==> src/rtl/rv_iommu_reg_pkg.sv <==
// Shared definitions for the IOMMU register-bus arbiter: FSM state
// encoding, default timeout and default regbus request/response layouts.
package rv_iommu_reg_pkg;

    typedef enum logic {
        ARB_IDLE = 1'b0,
        ARB_BUSY = 1'b1
    } arb_state_e;

    localparam int unsigned DefaultTimeoutCycles = 256;

    typedef struct packed {
        logic [31:0] addr;
        logic        write;
        logic [31:0] wdata;
        logic [3:0]  wstrb;
        logic        valid;
    } regbus_req_t;

    typedef struct packed {
        logic [31:0] rdata;
        logic        error;
        logic        ready;
    } regbus_rsp_t;

endpackage

==> src/rtl/rv_iommu_rr_arb.sv <==
// Combinational round-robin picker: scans the request vector starting at
// rr_ptr_i and returns the first valid index, wrapping modulo NumReq.
module rv_iommu_rr_arb #(
    parameter int NumReq = 2,
    parameter int IdxW   = $clog2(NumReq)
) (
    input  logic [NumReq-1:0] req_i,
    input  logic [IdxW-1:0]   rr_ptr_i,
    output logic [IdxW-1:0]   gnt_o,
    output logic              valid_o
);

    logic [IdxW:0] cand;
    logic          found;

    // First valid requester at or after the pointer, with explicit wrap so
    // non-power-of-two NumReq never selects an out-of-range index.
    always_comb begin
        // NOTE: every variable gets a default before any branch, so no latch is inferred.
        gnt_o = '0;
        found = 1'b0;
        cand  = '0;
        for (int i = 0; i < NumReq; i++) begin
            cand = {1'b0, rr_ptr_i} + (IdxW+1)'(i);
            if (cand >= (IdxW+1)'(NumReq)) begin
                cand = cand - (IdxW+1)'(NumReq);
            end
            if (!found && req_i[cand[IdxW-1:0]]) begin
                found = 1'b1;
                gnt_o = cand[IdxW-1:0];
            end
        end
        valid_o = found;
    end

endmodule

==> src/rtl/rv_iommu_reg_arb.sv <==
// Register-bus arbiter in front of the IOMMU register map. One access is
// in flight at a time (IDLE -> BUSY -> IDLE), masters served round-robin.
// Optional BUSY watchdog: define RV_IOMMU_REG_ARB_TIMEOUT_EN to abort an
// access with an error response after TimeoutCycles BUSY cycles.
module rv_iommu_reg_arb
    import rv_iommu_reg_pkg::*;
#(
    parameter int  NumReq        = 2,
    parameter int  TimeoutCycles = DefaultTimeoutCycles,
    parameter type reg_req_t     = regbus_req_t,
    parameter type reg_rsp_t     = regbus_rsp_t
) (
    input  logic     clk_i,
    input  logic     rst_ni,
    input  reg_req_t req_i [NumReq],
    output reg_rsp_t rsp_o [NumReq],
    output reg_req_t regmap_req_o,
    input  reg_rsp_t regmap_resp_i,
    output logic     busy_o
);

    localparam int IdxW = $clog2(NumReq);

    if (NumReq < 2 || NumReq > 8 || TimeoutCycles < 2 || TimeoutCycles > 65535) begin : g_param_check
        $error("rv_iommu_reg_arb: parameter out of range");
    end

    arb_state_e        state_q, state_d;
    logic [IdxW-1:0]   gnt_q, gnt_d;
    logic [IdxW-1:0]   rr_ptr_q, rr_ptr_d;
    logic [IdxW-1:0]   rr_next;
    logic [IdxW-1:0]   arb_gnt;
    logic              arb_any;
    logic [NumReq-1:0] req_valid;

`ifdef RV_IOMMU_REG_ARB_TIMEOUT_EN
    logic [15:0] cnt_q, cnt_d;
    logic        timeout_hit;
    assign timeout_hit = (cnt_q == 16'(TimeoutCycles - 1));
`endif

    // Collect the valid bits for the round-robin picker.
    always_comb begin
        req_valid = '0;
        for (int k = 0; k < NumReq; k++) begin
            req_valid[k] = req_i[k].valid;
        end
    end

    rv_iommu_rr_arb #(
        .NumReq (NumReq),
        .IdxW   (IdxW)
    ) u_rr_arb (
        .req_i    (req_valid),
        .rr_ptr_i (rr_ptr_q),
        .gnt_o    (arb_gnt),
        .valid_o  (arb_any)
    );

    assign rr_next = (gnt_q == IdxW'(NumReq - 1)) ? '0 : gnt_q + IdxW'(1);
    assign busy_o  = (state_q == ARB_BUSY);

    // Next-state and output decode; outputs stay zero outside a live grant.
    always_comb begin
        state_d      = state_q;
        gnt_d        = gnt_q;
        rr_ptr_d     = rr_ptr_q;
        regmap_req_o = '0;
        for (int k = 0; k < NumReq; k++) begin
            rsp_o[k] = '0;
        end
`ifdef RV_IOMMU_REG_ARB_TIMEOUT_EN
        cnt_d = '0;
`endif
        unique case (state_q)
            ARB_IDLE: begin
                // Register-map response is deliberately not looked at here.
                if (arb_any) begin
                    gnt_d   = arb_gnt;
                    state_d = ARB_BUSY;
                end
            end
            ARB_BUSY: begin
                regmap_req_o = req_i[gnt_q];
`ifdef RV_IOMMU_REG_ARB_TIMEOUT_EN
                cnt_d = cnt_q + 16'd1;
`endif
                if (!req_i[gnt_q].valid) begin
                    // Master withdrew: drop the access silently, keep fairness order.
                    state_d = ARB_IDLE;
                end else if (regmap_resp_i.ready) begin
                    rsp_o[gnt_q] = regmap_resp_i;
                    state_d      = ARB_IDLE;
                    rr_ptr_d     = rr_next;
                end
`ifdef RV_IOMMU_REG_ARB_TIMEOUT_EN
                else if (timeout_hit) begin
                    regmap_req_o.valid  = 1'b0;
                    rsp_o[gnt_q].ready  = 1'b1;
                    rsp_o[gnt_q].error  = 1'b1;
                    state_d             = ARB_IDLE;
                    rr_ptr_d            = rr_next;
                end
`endif
            end
            default: state_d = ARB_IDLE;
        endcase
    end

    // State, grant, pointer and watchdog registers.
    always_ff @(posedge clk_i or negedge rst_ni) begin
        if (!rst_ni) begin
            state_q  <= ARB_IDLE;
            gnt_q    <= '0;
            rr_ptr_q <= '0;
`ifdef RV_IOMMU_REG_ARB_TIMEOUT_EN
            cnt_q    <= '0;
`endif
        end else begin
            // NOTE: non-blocking assignments so every flop samples pre-edge values.
            state_q  <= state_d;
            gnt_q    <= gnt_d;
            rr_ptr_q <= rr_ptr_d;
`ifdef RV_IOMMU_REG_ARB_TIMEOUT_EN
            cnt_q    <= cnt_d;
`endif
        end
    end

endmodule

==> config.mk <==
export PLATFORM = sky130hd
export DESIGN_NAME = rv_iommu_reg_arb
export DESIGN_NICKNAME = d
export VERILOG_FILES = /design/src/rtl/rv_iommu_reg_pkg.sv /design/src/rtl/rv_iommu_rr_arb.sv /design/src/rtl/rv_iommu_reg_arb.sv
export SDC_FILE = /design/constraint.sdc
export NUM_CORES = 1
export LEC_CHECK = 0
export ABC_AREA = 1
export CAP_MARGIN = 20
export CORE_AREA = 5 5 119 121
export DETAILED_ROUTE_END_ITERATION = 6
export DIE_AREA = 0 0 124 126
export GPL_TIMING_DRIVEN = 0
export PLACE_DENSITY_LB_ADDON = 0.08
export SLEW_MARGIN = 20
export SYNTH_ARGS = -nofsm -noshare
export SYNTH_HDL_FRONTEND = slang
export SYNTH_SLANG_ARGS = --single-unit
==> constraint.sdc <==
create_clock -name clk_i -period 3.6 [get_ports clk_i]
set_input_delay 0.36 -clock clk_i [delete_from_list [all_inputs] [get_ports clk_i]]
set_output_delay 0.36 -clock clk_i [all_outputs]
set_load 0.02 [all_outputs]
==> reports/results.tsv, run 1 <==
metric	value	unit
cell with the most instances after synthesis	nor2_1	
Worst-Margin Slew	0.577	ns
CTS buffer count	3	
max-slew violation count	0	
CP startpoint kind	flop	
hpwl dp	10900	µm
Iter 0 DRT Violations	100	
YS warnings	0	
CP Class	flop to output pin	
initial core utilization	12.6	%
Via density	3.91	
Worst-Skew Late Latency	0.23	ns
Final WS setup	1.01	ns
Synth area leaders	nor2_1, o21ai_0, inv_1	
I/O Pins	315	
die width	124	µm
status	finished clean	
pre-CTS WS	1.00	ns
area leader, netlist	nor2_1	
wire length per cell	14.7	µm
total power	2.70	mW
Mapped Area	0.00164	mm²
FF+latch area	75.1	µm²
data required time of the worst path	3.24	ns
post-cts resize count	0	
postcts setup bufs	0	
dpl cell area	0.00500	mm²
share of the synthesized area in the top cell type	44.5	%
hold_buf cts	0	
syn nets	536	
initial antenna violation count	0	
Placed Cells	850	
All-Layer GR Usage	14.7	%
drt pass-1 iters	4	
Main synth FF type	dfrtp_1	
RSZ-0062 raised after global routing	no	
multi-input logic area	0.00124	mm²
row count	42	
Vias	3343	
crit share post-route	71.9	%
#FFs+latches synth	3	
Hold Vio Cnt, Final	0	
CTS H-Tree Depth	1	
core footprint	0.0130	mm²
worst hold path type	input pin to async pin	
Fin Setup TNS	0	ns
Final Setup Violations	0	
clock tree root driver cell	clkbuf_16	
Die H	126	µm
Final Util	39.1	%
fmax	0.387	GHz
fill count	1414	
CTS sink count	3	
static leakage power	2.12	nW
Reg clk slew, reported paths	0.03	ns
Ant. Diodes	0	
Power Dens Cells	532	mW/mm²
most frequent cells after synthesis	nor2_1, o21ai_0, inv_1	
DRC Markers	0	
area grow syn2layout	210	%
GP Congestion	0.757	
number of distinct library cells after synthesis	16	
Die Area	0.0156	mm²
global-route wire length before repair	18200	µm
relative slew slack	61.6	%
nets	855	
CTS tree	yes	
share of post-route cells with drive strength above 1	4.13	%
Fin Hold WS	0.319	ns
Post-synth EDFFs	0	
Mapped Cells	360	
syn_area_per_cell	4.55	µm²
Max IR drop VDD	0.287	mV
worst-path maximum fanout	10	
CTS max path bufs	2	
Post-Route WL	12600	µm
Async SR Flop Fraction	100	%
fin cells	854	
largest net degree at the start of global routing	11	
Worst EP arrival	2.23	ns
Seq/Total Area, Yosys	4.59	%
Critical Path End Type	output pin	
MaxCap Viol Count	0	
overflow left after global routing	0	
Layout Skew	0.00225	ns
vias in the first global route	3434	
I/O Buffers	314	
Tmin final	2.59	ns
cell area after layout	0.00508	mm²
remaining antenna violation count	0	
layer usage:
| layer | wire length [µm] | part of all wire [%] | up-vias | track usage [%] |
|---|---|---|---|---|
| li1 | - | - | 1728 | - |
| met5 | 0 | 0 | - | 0 |
| met1 | 4110 | 33 | 1426 | 13.6 |
| met4 | 135 | 1.1 | 0 | 2.58 |
| met2 | 6640 | 53 | 179 | 29.5 |
| met3 | 1670 | 13 | 10 | 6.23 |
area by class of cell:
cell class	count	share of cell area [%]
multi-input cells	289	24.5
repair buffers	314	61.9
inverters	39	2.93
flip-flops and latches	3	1.48
well taps	176	4.34
clock buffers	4	1.55
plain buffers	29	3.35
kinds of logic after synthesis:
kind of cell	after synthesis	share of synthesized area [%]
DFF	3	4.59
and+or+nand+nor	216	53.6
buffers and inverters	68	19.5
AOI/OAI and AO/OA	73	22.3
state kept, by name (all words and copies together), names as in the netlist:
| name | flops |
|---|---|
| busy_o | 1 |
| gnt_q | 1 |
| rr_ptr_q | 1 |
critical path, stage by stage, from the launching register on:
cell and delay, ns:
dfrtp_1 0.36, buf_6 0.16, inv_4 0.14, clkbuf_1 0.47, nor2_1 0.09, nor2_1 0.13, clkdlybuf4s50_1 0.65
where the power goes:
part | leakage (nW) | internal, mW | switching (mW)
logic | 2.05 | 1.09 | 1.38
clock network | 0.0382 | 0.147 | 0.0343
registers | 0.0365 | 0.0496 | 0.00852
cells in the final DEF, fill, tap and decap left out, drive strengths merged:
cell,instances
a21oi,1
buf,10
clkbuf,23
nand3b,1
nand2,9
clkdlybuf4s50,314
nor2,204
dfrtp,3
o21ai,72
inv,39
nand3,2
final timing paths:
path / startpoint / end / slack, ns / cells past startpoint
worst min-delay path: rst_ni / busy_o / 0.32 / 1
max in group asynchronous: rst_ni / rr_ptr_q / 3.13 / 1
min in group clk_i: rr_ptr_q / rr_ptr_q / 0.48 / 2
worst max register to register: gnt_q / rr_ptr_q / 2.31 / 7
worst min register to register: rr_ptr_q / rr_ptr_q / 0.48 / 2
worst max-delay path: gnt_q / regmap_req_o[54] / 1.01 / 6
Note: power is estimated with default switching activity, not from simulation.
==> run 2, diff against run 1 <==
--- a/config.mk
+++ b/config.mk
@@ -7,9 +7,9 @@
 export LEC_CHECK = 0
 export ABC_AREA = 1
 export CAP_MARGIN = 20
-export CORE_AREA = 5 5 119 121
+export CORE_AREA = 5 5 118 120
 export DETAILED_ROUTE_END_ITERATION = 6
-export DIE_AREA = 0 0 124 126
+export DIE_AREA = 0 0 123 125
 export GPL_TIMING_DRIVEN = 0
 export PLACE_DENSITY_LB_ADDON = 0.08
 export SLEW_MARGIN = 20
==> constraint.sdc (replaced) <==
create_clock -name clk_i -period 2.4 [get_ports clk_i]
set_input_delay 0.24 -clock clk_i [delete_from_list [all_inputs] [get_ports clk_i]]
set_output_delay 0.24 -clock clk_i [all_outputs]
set_load 0.02 [all_outputs]
==> reports/results.tsv, run 2 (synthesis gave the netlist of run 1 again) <==
metric	value	unit
status	finished clean	
Worst path slowest cell	clkdlybuf4s50_1	
Iter 0 DRT Violations	84	
worst hold path type	input pin to async pin	
Vias	3361	
global-route wire length before repair	18400	µm
vias in the first global route	3337	
Power Dens Cells	777	mW/mm²
initial antenna violation count	0	
fmax	0.438	GHz
I/O Pins	315	
Worst EP arrival	2.05	ns
worst-path maximum fanout	10	
CTS tree	yes	
static leakage power	3.17	nW
row count	42	
relative slew slack	70.4	%
Via density	3.94	
crit share post-route	95.2	%
CTS max path bufs	2	
clock tree root driver cell	clkbuf_16	
share of post-route cells with drive strength above 1	5.47	%
CP Class	flop to output pin	
Fin Hold WS	0.201	ns
Fin Setup TNS	0	ns
area grow syn2layout	219	%
highest-count cells in the layout ignoring fill and taps	clkdlybuf4s50_1, nor2_1, o21ai_0	
CTS buffer count	3	
Tmin final	2.29	ns
CTS sink count	3	
RSZ-0062 raised after global routing	no	
overflow left after global routing	0	
GP Congestion	0.760	
most common cell after layout, fill and taps aside	clkdlybuf4s50_1	
DRC Markers	0	
remaining antenna violation count	0	
Reg clk slew, reported paths	0.03	ns
MaxCap Viol Count	0	
wire length per cell	15.2	µm
max-slew violation count	0	
Worst-Skew Late Latency	0.22	ns
Worst-Margin Slew	0.444	ns
core footprint	0.0129	mm²
Final Setup Violations	0	
Ant. Diodes	0	
CP peak stage delay	0.61	ns
drt pass-1 iters	4	
Post-Route WL	13000	µm
CP startpoint kind	flop	
data required time of the worst path	2.16	ns
I/O Buffers	314	
worst path cell trace	buf_6 -> inv_4 -> nand2_2 -> nand2_4 -> nand3_4 -> buf_6 -> nor2_1 -> clkdlybuf4s50_1	
largest net degree at the start of global routing	11	
Most Frequent Cell on Critical Path	buf_6	
hold_buf cts	0	
Hold Vio Cnt, Final	0	
nets	854	
Die Area	0.0154	mm²
Critical Path End Type	output pin	
Placed Cells	850	
hpwl dp	11200	µm
Die H	125	µm
Final WS setup	0.115	ns
pre-CTS WS	0.133	ns
die width	123	µm
fin cells	853	
Layout Skew	0.00156	ns
CTS H-Tree Depth	1	
All-Layer GR Usage	15.2	%
Max IR drop VDD	0.396	mV
initial core utilization	12.7	%
run 2: cell types whose count changed in the layout (fill, tap and decap cells not counted):
cell	previous run	this run
clkbuf_1	20	9
buf_1	0	1
clkbuf_2	0	10
clkdlybuf4s50_1	314	258
dlymetal6s2s_1	0	56
buf_2	1	0
run 2: critical path, delay by kind of cell, from the launching register on:
kind | cells | cell delay (ns)
buf+inv | 4 | 1.07
simple gates | 4 | 0.39
flops | 1 | 0.36
run 2: what timing repair did:
| action | 4_1_cts | 5_1_grt |
|---|---|---|
| endpoints found under the setup margin | 12 | 89 |
| buffers inserted | 0 | 0 |
| endpoints found under the hold margin | 0 | 0 |
| resized for setup | 4 | 69 |
run 2: layer usage:
metal  GRT usage (%)  vias to the layer above  routed length [µm]
li1                -                     1727                   -
met1            15.1                     1450                4560
met2            29.6                      178                6730
met3            6.64                        6                1600
met4            1.56                        0                  82
met5               0                        -                   0
run 2: layout make-up:
type	instances	area [µm²]
well taps	176	220
multi-input cells	289	1240
inverters	39	149
fillers	1357	7650
repair buffers	314	3280
clock buffers	4	78.8
flip-flops and latches	3	75.1
plain buffers	28	178
run 2: power by group:
group / internal, mW / switching, mW / leakage (nW)
registers: 0.0745 / 0.0129 / 0.0365
clock network: 0.219 / 0.0454 / 0.0382
logic: 1.63 / 2.08 / 3.10
total: 1.92 / 2.14 / 3.17
run 2: worst paths after layout:
kind	from	to	slack (ns)	cells after the start
worst max-delay path	gnt_q	rsp_o[27]	0.11	8
worst min-delay path	rst_ni	busy_o	0.20	1
worst min register to register	rr_ptr_q	rr_ptr_q	0.46	2
max in group asynchronous	rst_ni	gnt_q	2.05	1
min in group clk_i	rr_ptr_q	rr_ptr_q	0.46	2
worst max register to register	gnt_q	rr_ptr_q	1.12	7
run 2: metrics by stage:
stage	power (mW)	util [%]	instance area [µm²]
finish	4.06	40.6	5230
global route	4.39	40.6	5230
CTS	4.14	39.5	5080
detailed placement	3.84	38.8	5000
global placement	3.85	38.8	5000
floorplan	1.98	-	1640
